`src/rtl/ov5640_ddr_axi_wr_if.sv`:
```
// AXI4 write-only bus (AW/W/B) between the camera write master and the DDR controller.
`default_nettype none

interface ov5640_ddr_axi_wr_if;
  logic [3:0]   m_axi_awid;
  logic [31:0]  m_axi_awaddr;
  logic [7:0]   m_axi_awlen;
  logic [2:0]   m_axi_awsize;
  logic [1:0]   m_axi_awburst;
  logic         m_axi_awvalid;
  logic         m_axi_awready;
  logic [127:0] m_axi_wdata;
  logic [15:0]  m_axi_wstrb;
  logic         m_axi_wlast;
  logic         m_axi_wvalid;
  logic         m_axi_wready;
  logic [1:0]   m_axi_bresp;
  logic         m_axi_bvalid;
  logic         m_axi_bready;

  modport master (
    output m_axi_awid, m_axi_awaddr, m_axi_awlen, m_axi_awsize, m_axi_awburst, m_axi_awvalid,
    output m_axi_wdata, m_axi_wstrb, m_axi_wlast, m_axi_wvalid, m_axi_bready,
    input  m_axi_awready, m_axi_wready, m_axi_bresp, m_axi_bvalid
  );

  modport slave (
    input  m_axi_awid, m_axi_awaddr, m_axi_awlen, m_axi_awsize, m_axi_awburst, m_axi_awvalid,
    input  m_axi_wdata, m_axi_wstrb, m_axi_wlast, m_axi_wvalid, m_axi_bready,
    output m_axi_awready, m_axi_wready, m_axi_bresp, m_axi_bvalid
  );
endinterface

`default_nettype wire

```
`src/rtl/ov5640_ddr_axi_wr.sv`:
```
// ov5640_ddr_axi_wr: splits beat-count commands into 4 KB-safe INCR bursts and writes
// them over AXI4 with one burst outstanding.  Rev 1.0
`default_nettype none

module ov5640_ddr_axi_wr #(
  parameter int         MAX_BURST = 16,
  parameter logic [3:0] AXI_ID    = 4'd0
) (
  input  wire logic         axi_clk,
  input  wire logic         axi_rst_n,
  input  wire logic [31:0]  cmd_addr,
  input  wire logic [31:0]  cmd_len,
  input  wire logic         cmd_valid,
  output logic              cmd_ready,
  input  wire logic [127:0] s_data,
  input  wire logic         s_data_valid,
  output logic              s_data_ready,
  input  wire logic         s_data_last,
  ov5640_ddr_axi_wr_if.master m_axi,
  output logic              busy,
  output logic              done,
  output logic              err
);

  typedef enum logic [1:0] {S_IDLE = 2'd0, S_AW = 2'd1, S_W = 2'd2, S_B = 2'd3} state_t;

  localparam logic [8:0] C_MAX = 9'(MAX_BURST);

  state_t      r_state;
  logic [31:0] r_addr;
  logic [31:0] r_rem;
  logic [8:0]  r_beats;
  logic [8:0]  r_cnt;
  logic        r_cmd_ready;
  logic        r_awvalid;
  logic        r_bready;
  logic        r_busy;
  logic        r_done;
  logic        r_err;

  logic [8:0]  w_room;
  logic [8:0]  w_cap;
  logic [8:0]  w_beats;
  logic [8:0]  w_beats_m1;
  logic        w_in_w;
  logic        w_whs;
  logic        w_wlast;
  logic        w_final;
  logic        w_unused;

  // Burst size comes from registered address/remainder, so it is stable while awvalid waits.
  assign w_room     = 9'd256 - {1'b0, r_addr[11:4]};
  assign w_cap      = (w_room < C_MAX) ? w_room : C_MAX;
  assign w_beats    = ({1'b0, r_rem} < {24'd0, w_cap}) ? r_rem[8:0] : w_cap;
  assign w_beats_m1 = w_beats - 9'd1;

  assign w_in_w  = (r_state == S_W);
  assign w_whs   = w_in_w & s_data_valid & m_axi.m_axi_wready;
  assign w_wlast = w_in_w & (r_cnt == (r_beats - 9'd1));
  assign w_final = (r_rem == {23'd0, r_beats});
  assign w_unused = ^cmd_addr[3:0];

  assign cmd_ready    = r_cmd_ready;
  assign busy         = r_busy;
  assign done         = r_done;
  assign err          = r_err;
  assign s_data_ready = w_in_w & m_axi.m_axi_wready;

  assign m_axi.m_axi_awid    = AXI_ID;
  assign m_axi.m_axi_awaddr  = r_addr;
  assign m_axi.m_axi_awlen   = (r_state == S_AW) ? w_beats_m1[7:0] : 8'h00;
  assign m_axi.m_axi_awsize  = 3'b100;
  assign m_axi.m_axi_awburst = 2'b01;
  assign m_axi.m_axi_awvalid = r_awvalid;
  assign m_axi.m_axi_wdata   = s_data;
  assign m_axi.m_axi_wstrb   = 16'hFFFF;
  assign m_axi.m_axi_wlast   = w_wlast;
  assign m_axi.m_axi_wvalid  = w_in_w & s_data_valid;
  assign m_axi.m_axi_bready  = r_bready;

  always_ff @(posedge axi_clk or negedge axi_rst_n) begin
    if (!axi_rst_n) begin
      r_state     <= S_IDLE;
      r_addr      <= 32'd0;
      r_rem       <= 32'd0;
      r_beats     <= 9'd0;
      r_cnt       <= 9'd0;
      r_cmd_ready <= 1'b0;
      r_awvalid   <= 1'b0;
      r_bready    <= 1'b0;
      r_busy      <= 1'b0;
      r_done      <= 1'b0;
      r_err       <= 1'b0;
    end else begin
      r_done <= 1'b0;
      case (r_state)
        S_IDLE: begin
          r_cmd_ready <= 1'b1;
          if (cmd_valid && r_cmd_ready) begin
            r_addr <= {cmd_addr[31:4], 4'h0};
            r_rem  <= cmd_len;
            r_err  <= 1'b0;
            if (cmd_len == 32'd0) begin
              r_done <= 1'b1;
            end else begin
              r_cmd_ready <= 1'b0;
              r_awvalid   <= 1'b1;
              r_busy      <= 1'b1;
              r_state     <= S_AW;
            end
          end
        end
        S_AW: begin
          if (m_axi.m_axi_awready) begin
            r_awvalid <= 1'b0;
            r_beats   <= w_beats;
            r_cnt     <= 9'd0;
            r_state   <= S_W;
          end
        end
        S_W: begin
          if (w_whs) begin
            r_cnt <= r_cnt + 9'd1;
            // The last flag must coincide exactly with the command's final beat.
            if (s_data_last != (w_wlast && w_final)) begin
              r_err <= 1'b1;
            end
            if (w_wlast) begin
              r_addr   <= r_addr + {19'd0, r_beats, 4'h0};
              r_rem    <= r_rem - {23'd0, r_beats};
              r_bready <= 1'b1;
              r_state  <= S_B;
            end
          end
        end
        S_B: begin
          if (m_axi.m_axi_bvalid) begin
            r_bready <= 1'b0;
            if (m_axi.m_axi_bresp != 2'b00) begin
              r_err <= 1'b1;
            end
            if (r_rem != 32'd0) begin
              r_awvalid <= 1'b1;
              r_state   <= S_AW;
            end else begin
              r_done      <= 1'b1;
              r_busy      <= 1'b0;
              r_cmd_ready <= 1'b1;
              r_state     <= S_IDLE;
            end
          end
        end
        default: r_state <= S_IDLE;
      endcase
    end
  end

endmodule

`default_nettype wire

```
`src/flat_wrapper.sv`:
```
// flat-port wrapper written by rule: the top's interface ports become plain ports
module ov5640_ddr_axi_wr_flat 
#(
  parameter int         MAX_BURST = 16,
  parameter logic [3:0] AXI_ID    = 4'd0
)
  (axi_clk, axi_rst_n, cmd_addr, cmd_len, cmd_valid, cmd_ready, s_data, s_data_valid, s_data_ready, s_data_last, busy, done, err, m_axi_m_axi_awid, m_axi_m_axi_awaddr, m_axi_m_axi_awlen, m_axi_m_axi_awsize, m_axi_m_axi_awburst, m_axi_m_axi_awvalid, m_axi_m_axi_wdata, m_axi_m_axi_wstrb, m_axi_m_axi_wlast, m_axi_m_axi_wvalid, m_axi_m_axi_bready, m_axi_m_axi_awready, m_axi_m_axi_wready, m_axi_m_axi_bresp, m_axi_m_axi_bvalid);
  ov5640_ddr_axi_wr_if m_axi_i ();
  input  wire logic axi_clk;
  input  wire logic axi_rst_n;
  input  wire logic [31:0] cmd_addr;
  input  wire logic [31:0] cmd_len;
  input  wire logic cmd_valid;
  output logic cmd_ready;
  input  wire logic [127:0] s_data;
  input  wire logic s_data_valid;
  output logic s_data_ready;
  input  wire logic s_data_last;
  output logic busy;
  output logic done;
  output logic err;
  output wire logic [$bits(m_axi_i.m_axi_awid)-1:0] m_axi_m_axi_awid;
  output wire logic [$bits(m_axi_i.m_axi_awaddr)-1:0] m_axi_m_axi_awaddr;
  output wire logic [$bits(m_axi_i.m_axi_awlen)-1:0] m_axi_m_axi_awlen;
  output wire logic [$bits(m_axi_i.m_axi_awsize)-1:0] m_axi_m_axi_awsize;
  output wire logic [$bits(m_axi_i.m_axi_awburst)-1:0] m_axi_m_axi_awburst;
  output wire logic [$bits(m_axi_i.m_axi_awvalid)-1:0] m_axi_m_axi_awvalid;
  output wire logic [$bits(m_axi_i.m_axi_wdata)-1:0] m_axi_m_axi_wdata;
  output wire logic [$bits(m_axi_i.m_axi_wstrb)-1:0] m_axi_m_axi_wstrb;
  output wire logic [$bits(m_axi_i.m_axi_wlast)-1:0] m_axi_m_axi_wlast;
  output wire logic [$bits(m_axi_i.m_axi_wvalid)-1:0] m_axi_m_axi_wvalid;
  output wire logic [$bits(m_axi_i.m_axi_bready)-1:0] m_axi_m_axi_bready;
  input wire logic [$bits(m_axi_i.m_axi_awready)-1:0] m_axi_m_axi_awready;
  input wire logic [$bits(m_axi_i.m_axi_wready)-1:0] m_axi_m_axi_wready;
  input wire logic [$bits(m_axi_i.m_axi_bresp)-1:0] m_axi_m_axi_bresp;
  input wire logic [$bits(m_axi_i.m_axi_bvalid)-1:0] m_axi_m_axi_bvalid;
  assign m_axi_m_axi_awid = m_axi_i.m_axi_awid;
  assign m_axi_m_axi_awaddr = m_axi_i.m_axi_awaddr;
  assign m_axi_m_axi_awlen = m_axi_i.m_axi_awlen;
  assign m_axi_m_axi_awsize = m_axi_i.m_axi_awsize;
  assign m_axi_m_axi_awburst = m_axi_i.m_axi_awburst;
  assign m_axi_m_axi_awvalid = m_axi_i.m_axi_awvalid;
  assign m_axi_m_axi_wdata = m_axi_i.m_axi_wdata;
  assign m_axi_m_axi_wstrb = m_axi_i.m_axi_wstrb;
  assign m_axi_m_axi_wlast = m_axi_i.m_axi_wlast;
  assign m_axi_m_axi_wvalid = m_axi_i.m_axi_wvalid;
  assign m_axi_m_axi_bready = m_axi_i.m_axi_bready;
  assign m_axi_i.m_axi_awready = m_axi_m_axi_awready;
  assign m_axi_i.m_axi_wready = m_axi_m_axi_wready;
  assign m_axi_i.m_axi_bresp = m_axi_m_axi_bresp;
  assign m_axi_i.m_axi_bvalid = m_axi_m_axi_bvalid;
  ov5640_ddr_axi_wr #(.MAX_BURST(MAX_BURST), .AXI_ID(AXI_ID)) u_core (.axi_clk(axi_clk), .axi_rst_n(axi_rst_n), .cmd_addr(cmd_addr), .cmd_len(cmd_len), .cmd_valid(cmd_valid), .cmd_ready(cmd_ready), .s_data(s_data), .s_data_valid(s_data_valid), .s_data_ready(s_data_ready), .s_data_last(s_data_last), .m_axi(m_axi_i), .busy(busy), .done(done), .err(err));
endmodule
```
`config.mk`:
```
export PLATFORM = sky130hd
export DESIGN_NAME = ov5640_ddr_axi_wr_flat
export DESIGN_NICKNAME = d
export VERILOG_FILES = /design/src/rtl/ov5640_ddr_axi_wr_if.sv /design/src/rtl/ov5640_ddr_axi_wr.sv /design/src/flat_wrapper.sv
export SDC_FILE = /design/constraint.sdc
export NUM_CORES = 1
export LEC_CHECK = 0
export ABC_AREA = 1
export ABC_CLOCK_PERIOD_IN_PS = 9100
export BUFFER_PORTS_ARGS = -buffer_cell sky130_fd_sc_hd__buf_4
export CAP_MARGIN = 20
export CORE_MARGIN = 5
export CORE_UTILIZATION = 25
export DETAILED_ROUTE_END_ITERATION = 10
export SETUP_SLACK_MARGIN = 0.4
export SLEW_MARGIN = 0
export SYNTH_ARGS = -nofsm -noshare
export SYNTH_HDL_FRONTEND = slang
export SYNTH_SLANG_ARGS = --single-unit
```
`constraint.sdc`:
```
create_clock -name axi_clk -period 9.1 [get_ports axi_clk]
set_input_delay 0.455 -clock axi_clk [delete_from_list [all_inputs] [get_ports axi_clk]]
set_output_delay 0.455 -clock axi_clk [all_outputs]
set_load 0.05 [all_outputs]
```
After elaboration in Yosys (flattened, before gate mapping) --
Cells that the tools add are included.
Operators by class: $lt $le $gt $ge 2, eq/ne operators 16, $add $sub $neg 6, mux-type cells 50, bitwise logic cells 4, reductions and logical operators 21
Operators by type and width (number):
- 32-bit 2-to-1 mux | 6
- 32-bit case mux with 2 select lines | 2
- 9-bit 2-to-1 mux | 4
- 32-bit by 13-bit adder with 32-bit output | 1
- 32-bit by 9-bit == test with 1-bit output | 1
- 32-bit logical NOT | 1
- 32-bit by 9-bit < comparator with 1-bit output | 1
- 32-bit nonzero test | 1
- 32-bit by 9-bit subtractor with 32-bit output | 1
- 1-bit 2-to-1 mux | 23
- 9-bit case mux with 2 select lines | 1
- 6-bit AND reduction | 3
- 2-bit inequality test, second input constant | 7
- 2-bit 2-to-1 mux | 6
- 2-bit nonzero test | 5
- 9-bit by 1-bit adder with 9-bit output, second input constant | 1
- 9-bit == test | 1
- 9-bit by 5-bit < comparator with 1-bit output, second input constant | 1
- 9-bit by 1-bit subtractor with 9-bit output, second input constant | 1
- 9-bit by 8-bit subtractor with 9-bit output, first input constant | 1
- 8-bit 2-to-1 mux | 1
- 1-bit case mux with 2 select lines | 4
- 2-bit case mux with 4 select lines | 1
- 4-bit AND reduction | 2
- 13 further kinds | 23
Word-level totals: bits of input ports 202, register bits after elaboration 90, logic and storage cells 110, output and inout bits 202

Logic depth before layout (Yosys ltp) --
depth after elaboration 8, mapped depth 29, gate-level depth less buffers 29

Worst setup path before layout --
Ideal clock, no wire load.
kind register to output, from register u_core.r_addr[4] (netlist: u_core.m_axi.m_axi_awaddr[4]), to output m_axi_m_axi_awlen[2], path slack 4.766 ns, stages on the path, launching flop included 27, arrival 3.879 ns, path buffers 0, required time 8.645 ns, cell sequence dfrtp_1 inv_1 ha_1 inv_1 nor2_2 nand2_1 nand2_1 nand2_1 nand2_1 nor2_1 nand2_1 nor3_1 inv_1 ha_1 nand2_1 inv_1 nand2_1 nand2_1 nand2_1 nand2_2 nand2_4 nand2_4 nand2_1 nand2_2 ha_1 or2_0 a21oi_1
On the way: cells in the longest elaborated chain, start to end 7
RTL lines:
- start: declaration | RTL line ov5640_ddr_axi_wr.sv:30 | logic [31:0] r_addr;
- start signal: assignment | RTL line ov5640_ddr_axi_wr.sv:100 | r_addr <= {cmd_addr[31:4], 4'h0};
- start signal: assignment | RTL line ov5640_ddr_axi_wr.sv:129 | r_addr <= r_addr + {19'd0, r_beats, 4'h0};
- 9-bit by 8-bit subtractor with 9-bit output * | RTL line ov5640_ddr_axi_wr.sv:52 | assign w_room = 9'd256 - {1'b0, r_addr[11:4]};
- 9-bit by 5-bit < comparator with 1-bit output | RTL line ov5640_ddr_axi_wr.sv:53 | assign w_cap = (w_room < C_MAX) ? w_room : C_MAX;
- 9-bit 2-to-1 mux * | RTL line ov5640_ddr_axi_wr.sv:53
- 32-bit by 9-bit < comparator with 1-bit output | RTL line ov5640_ddr_axi_wr.sv:54 | assign w_beats = ({1'b0, r_rem} < {24'd0, w_cap}) ? r_rem[8:0] : w_cap;
- 9-bit 2-to-1 mux * | RTL line ov5640_ddr_axi_wr.sv:54
- 8-bit by 1-bit subtractor with 8-bit output * | RTL line ov5640_ddr_axi_wr.sv:55 | assign w_beats_m1 = w_beats - 9'd1;
- 8-bit 2-to-1 mux * | RTL line ov5640_ddr_axi_wr.sv:71 | assign m_axi.m_axi_awlen = (r_state == S_AW) ? w_beats_m1[7:0] : 8'h00;
- end: declaration | RTL line flat_wrapper.sv:24 | output wire logic [$bits(m_axi_i.m_axi_awlen)-1:0] m_axi_m_axi_awlen;
Every way passes the cells marked *; elsewhere a longest branch is shown, timed or not.

Worst setup path in the final report --
from register u_core.r_addr[5] (netlist: u_core.m_axi.m_axi_awaddr[5]), to output m_axi_m_axi_awlen[2]
Same word-level chain as after synthesis.

==> flow_summary.json <==
{
  "outcome": "completed",
  "die_area_sq_mm": 0.0351,
  "cts.path.max_buffers": 2,
  "worstHoldPathType": "in -> async",
  "cp.required_ns": 8.65,
  "clock_latency_ns": 0.35,
  "antenna_cells": 0,
  "drc_errors": 0,
  "vias": 6789,
  "yosys_warnings": 0,
  "drive_gt1_share_pct": 17.2,
  "p_total_w": 0.00321,
  "synth_top_family_by_area": "simple AND/OR/NAND/NOR gates",
  "start_kind": "register",
  "clock-root-buffer": "clkbuf_16",
  "dieWidth_um": 187,
  "grt_max_degree": 92,
  "io_buffers": 114,
  "synth-xor-area-share_pct": 4.90,
  "firstDrtPassIters": 5,
  "pin_count": 404,
  "gr-total-overflow": 0,
  "crit_path_end_kind": "primary output",
  "synth_area_per_cell_sq_um": 7.25,
  "initial_core_util_pct": 25.1,
  "finalSetupTns_ns": 0,
  "layout_commonest_cell": "nand2_1",
  "routed_via_density": 4.64,
  "grt_pass1_wl_mm": 34.5,
  "numCtsBuffers": 9,
  "first_iter_violations": 436,
  "min_period_over_period_pct": 48.7,
  "nets": 1296,
  "final_cell_mix": "nand2_1 (162), buf_4 (118), nor2_1 (112)",
  "setup_viol": 0,
  "gp_congestion": 0.888,
  "p_per_area_mw_per_mm2": 386,
  "drt_wl_total_mm": 21.8,
  "cts_hold_buf": 0,
  "max_slew_margin_pct": 32.1,
  "coreArea_sq_mm": 0.0313,
  "postSynthCellCount": 1084,
  "synth_edf_count": 0,
  "clock_skew_ns": 0.0124,
  "synth.area.mux_share_pct": 0.191,
  "max_freq_mhz": 226,
  "finalNonFillerCells": 1464,
  "area_delta_synth_final_pct": 5.57,
  "final_antenna_net_count": 0,
  "final_util_pct": 26.5,
  "rrSetupSlack_ns": 5.04,
  "cts_sinks": 86,
  "die_y_um": 187,
  "top_usage_layer": "met2",
  "rows": 65,
  "yosysUniqueCellTypes": 51,
  "ys_ff_latch": 86,
  "grt_pass1_vias": 6460,
  "grtUsageMet2_pct": 18.5,
  "grt_util_met3_pct": 2.67,
  "synthFlopType": "dfrtp_1",
  "post_cts_resized": 0,
  "htree_levels": 3,
  "wl_per_cell_um": 14.9,
  "tritoncts": "built",
  "cp.arrival_ns": 3.97,
  "leakagePower_nw": 3.79,
  "slew_violations": 0,
  "synth-simple-area-share_pct": 23.3,
  "path_max_fanout": 7,
  "ir_drop_v": 0.000127,
  "critical_path_class": "reg -> out",
  "async_reset_ff_share_pct": 100,
  "post-cts-setup-buffers": 0,
  "holdWs_ns": 0.0410,
  "gr-usage-all-layers_pct": 12.0,
  "synthAdderAreaFrac_pct": 5.92,
  "maxCapViolations": 0,
  "period_needed_ns": 4.43,
  "synth_compound_area_share_pct": 16.0,
  "path_clk_slew_ns": 0.07,
  "use_met1_pct": 16.7,
  "syn_area_sq_mm": 0.00786,
  "rsz0062_at_grt": "false",
  "ys_seq_area_share_pct": 27.4,
  "antenna_found_initial": 0,
  "dpl.hpwl_mm": 16.4,
  "dp_cells": 1449,
  "finalHoldViolCount": 0,
  "worstMarginPinSlew_ns": 1.01
}
final cells by class:
| cell class | count | area (sq um) |
|---|---|---|
| well taps | 402 | 503 |
| inverters | 106 | 400 |
| clock buffers | 10 | 239 |
| repair buffers | 118 | 886 |
| fillers | 3456 | 23000 |
| clock inverters | 5 | 36.3 |
| multi-input cells | 737 | 4080 |
| flip-flops and latches | 86 | 2150 |
path summary, 6_finish.rpt:
path,from,to,cells past startpoint
worst max-delay path,u_core.m_axi.m_axi_awaddr[5],m_axi_m_axi_awlen[2],26
worst min-delay path,axi_rst_n,u_core.m_axi.m_axi_awaddr[30],1
worst max register to register,u_core.r_state[0],u_core.r_rem[10],13
worst min register to register,u_core.m_axi.m_axi_bready,u_core.m_axi.m_axi_bready,1
max in group asynchronous,axi_rst_n,u_core.r_beats[2],2
min in group axi_clk,cmd_addr[5],u_core.m_axi.m_axi_awaddr[5],3
state kept, by name (all words and copies together) (netlist names):
name                        cells
u_core.done                     1
u_core.r_state                  2
u_core.busy                     1
u_core.m_axi.m_axi_awvalid      1
u_core.err                      1
u_core.r_cnt                    9
u_core.m_axi.m_axi_awaddr      28
u_core.r_beats                  9
u_core.m_axi.m_axi_bready       1
u_core.r_rem                   32
u_core.cmd_ready                1
through the flow:
stage,area (sq um),setup WS [ns]
after floorplan,7980,4.77
after global placement,8020,5.08
after detailed placement,8020,5.03
after CTS,8300,4.69
after global routing,8300,4.35
final,8300,4.67
kinds of logic (layout without fill, tap and decap cells):
| kind of cell | count (synthesis) | in the layout |
|---|---|---|
| AO/OA/AOI/OAI | 220 | 220 |
| XOR/XNOR | 44 | 44 |
| adder cells (fa/ha/maj) | 36 | 36 |
| buffers and inverters | 292 | 239 |
| flip-flops | 86 | 86 |
| multiplexers | 1 | 1 |
| other | 2 | 33 |
| AND/OR/NAND/NOR | 403 | 403 |
synthesized netlist by cell type (3+ instances only):
master / count / area share, %
a21oi_1: 54 / 3.4
a2bb2oi_1: 3 / 0.33
a31oi_1: 7 / 0.56
buf_1: 3 / 0.14
buf_2: 4 / 0.25
buf_4: 161 / 15
buf_6: 5 / 0.72
clkbuf_1: 13 / 0.62
dfrtp_1: 86 / 27
ha_1: 34 / 5.4
inv_1: 100 / 4.8
inv_2: 5 / 0.24
nand2_1: 162 / 7.7
nand2_2: 13 / 1.0
nand3_1: 36 / 2.3
nand4_1: 11 / 0.88
nor2_1: 112 / 5.3
nor2_2: 8 / 0.64
nor3_1: 22 / 1.4
nor3_2: 6 / 0.76
nor3b_1: 6 / 0.57
nor4_1: 16 / 1.3
o211ai_1: 15 / 1.4
o21ai_0: 74 / 4.7
o21ai_1: 26 / 1.7
o221ai_1: 3 / 0.33
o22ai_1: 20 / 1.6
o31ai_1: 4 / 0.38
or2_2: 4 / 0.32
xnor2_1: 6 / 0.67
xor2_1: 38 / 4.2
worst max-delay path, cell delays in order, from the launching register on:
cell	delay, ns
dfrtp_1	0.44
inv_1	0.15
ha_1	0.18
inv_1	0.05
nor2_2	0.15
nand3_1	0.12
nand2_1	0.08
nand2_1	0.05
nor2_1	0.17
nand2_1	0.13
nor3_1	0.16
inv_1	0.11
ha_1	0.28
nand2_1	0.06
inv_1	0.03
nand2_1	0.05
nand2_1	0.04
nand2_1	0.06
nand2_2	0.06
nand2_4	0.11
nand2_4	0.09
nand2_1	0.11
nand2_2	0.09
ha_1	0.23
or2_0	0.22
a21oi_1	0.16
buf_4	0.23
routing by layer:
layer  wire [um]  part of all wire (%)  vias to the layer above
met5           0                     0                        -
met4         453                   2.1                        0
met3        1200                   5.5                       59
met2        9610                    44                      197
met1       10500                    48                     3179
li1            -                     -                     3354
power by group:
group          total, W  internal (W)  switching, W
sequential     0.000770      0.000557      0.000213
combinational   0.00208      0.000688       0.00139
clock          0.000361      0.000191      0.000170
total           0.00321       0.00144       0.00177
No activity file was read; power rests on OpenSTA's default activity.
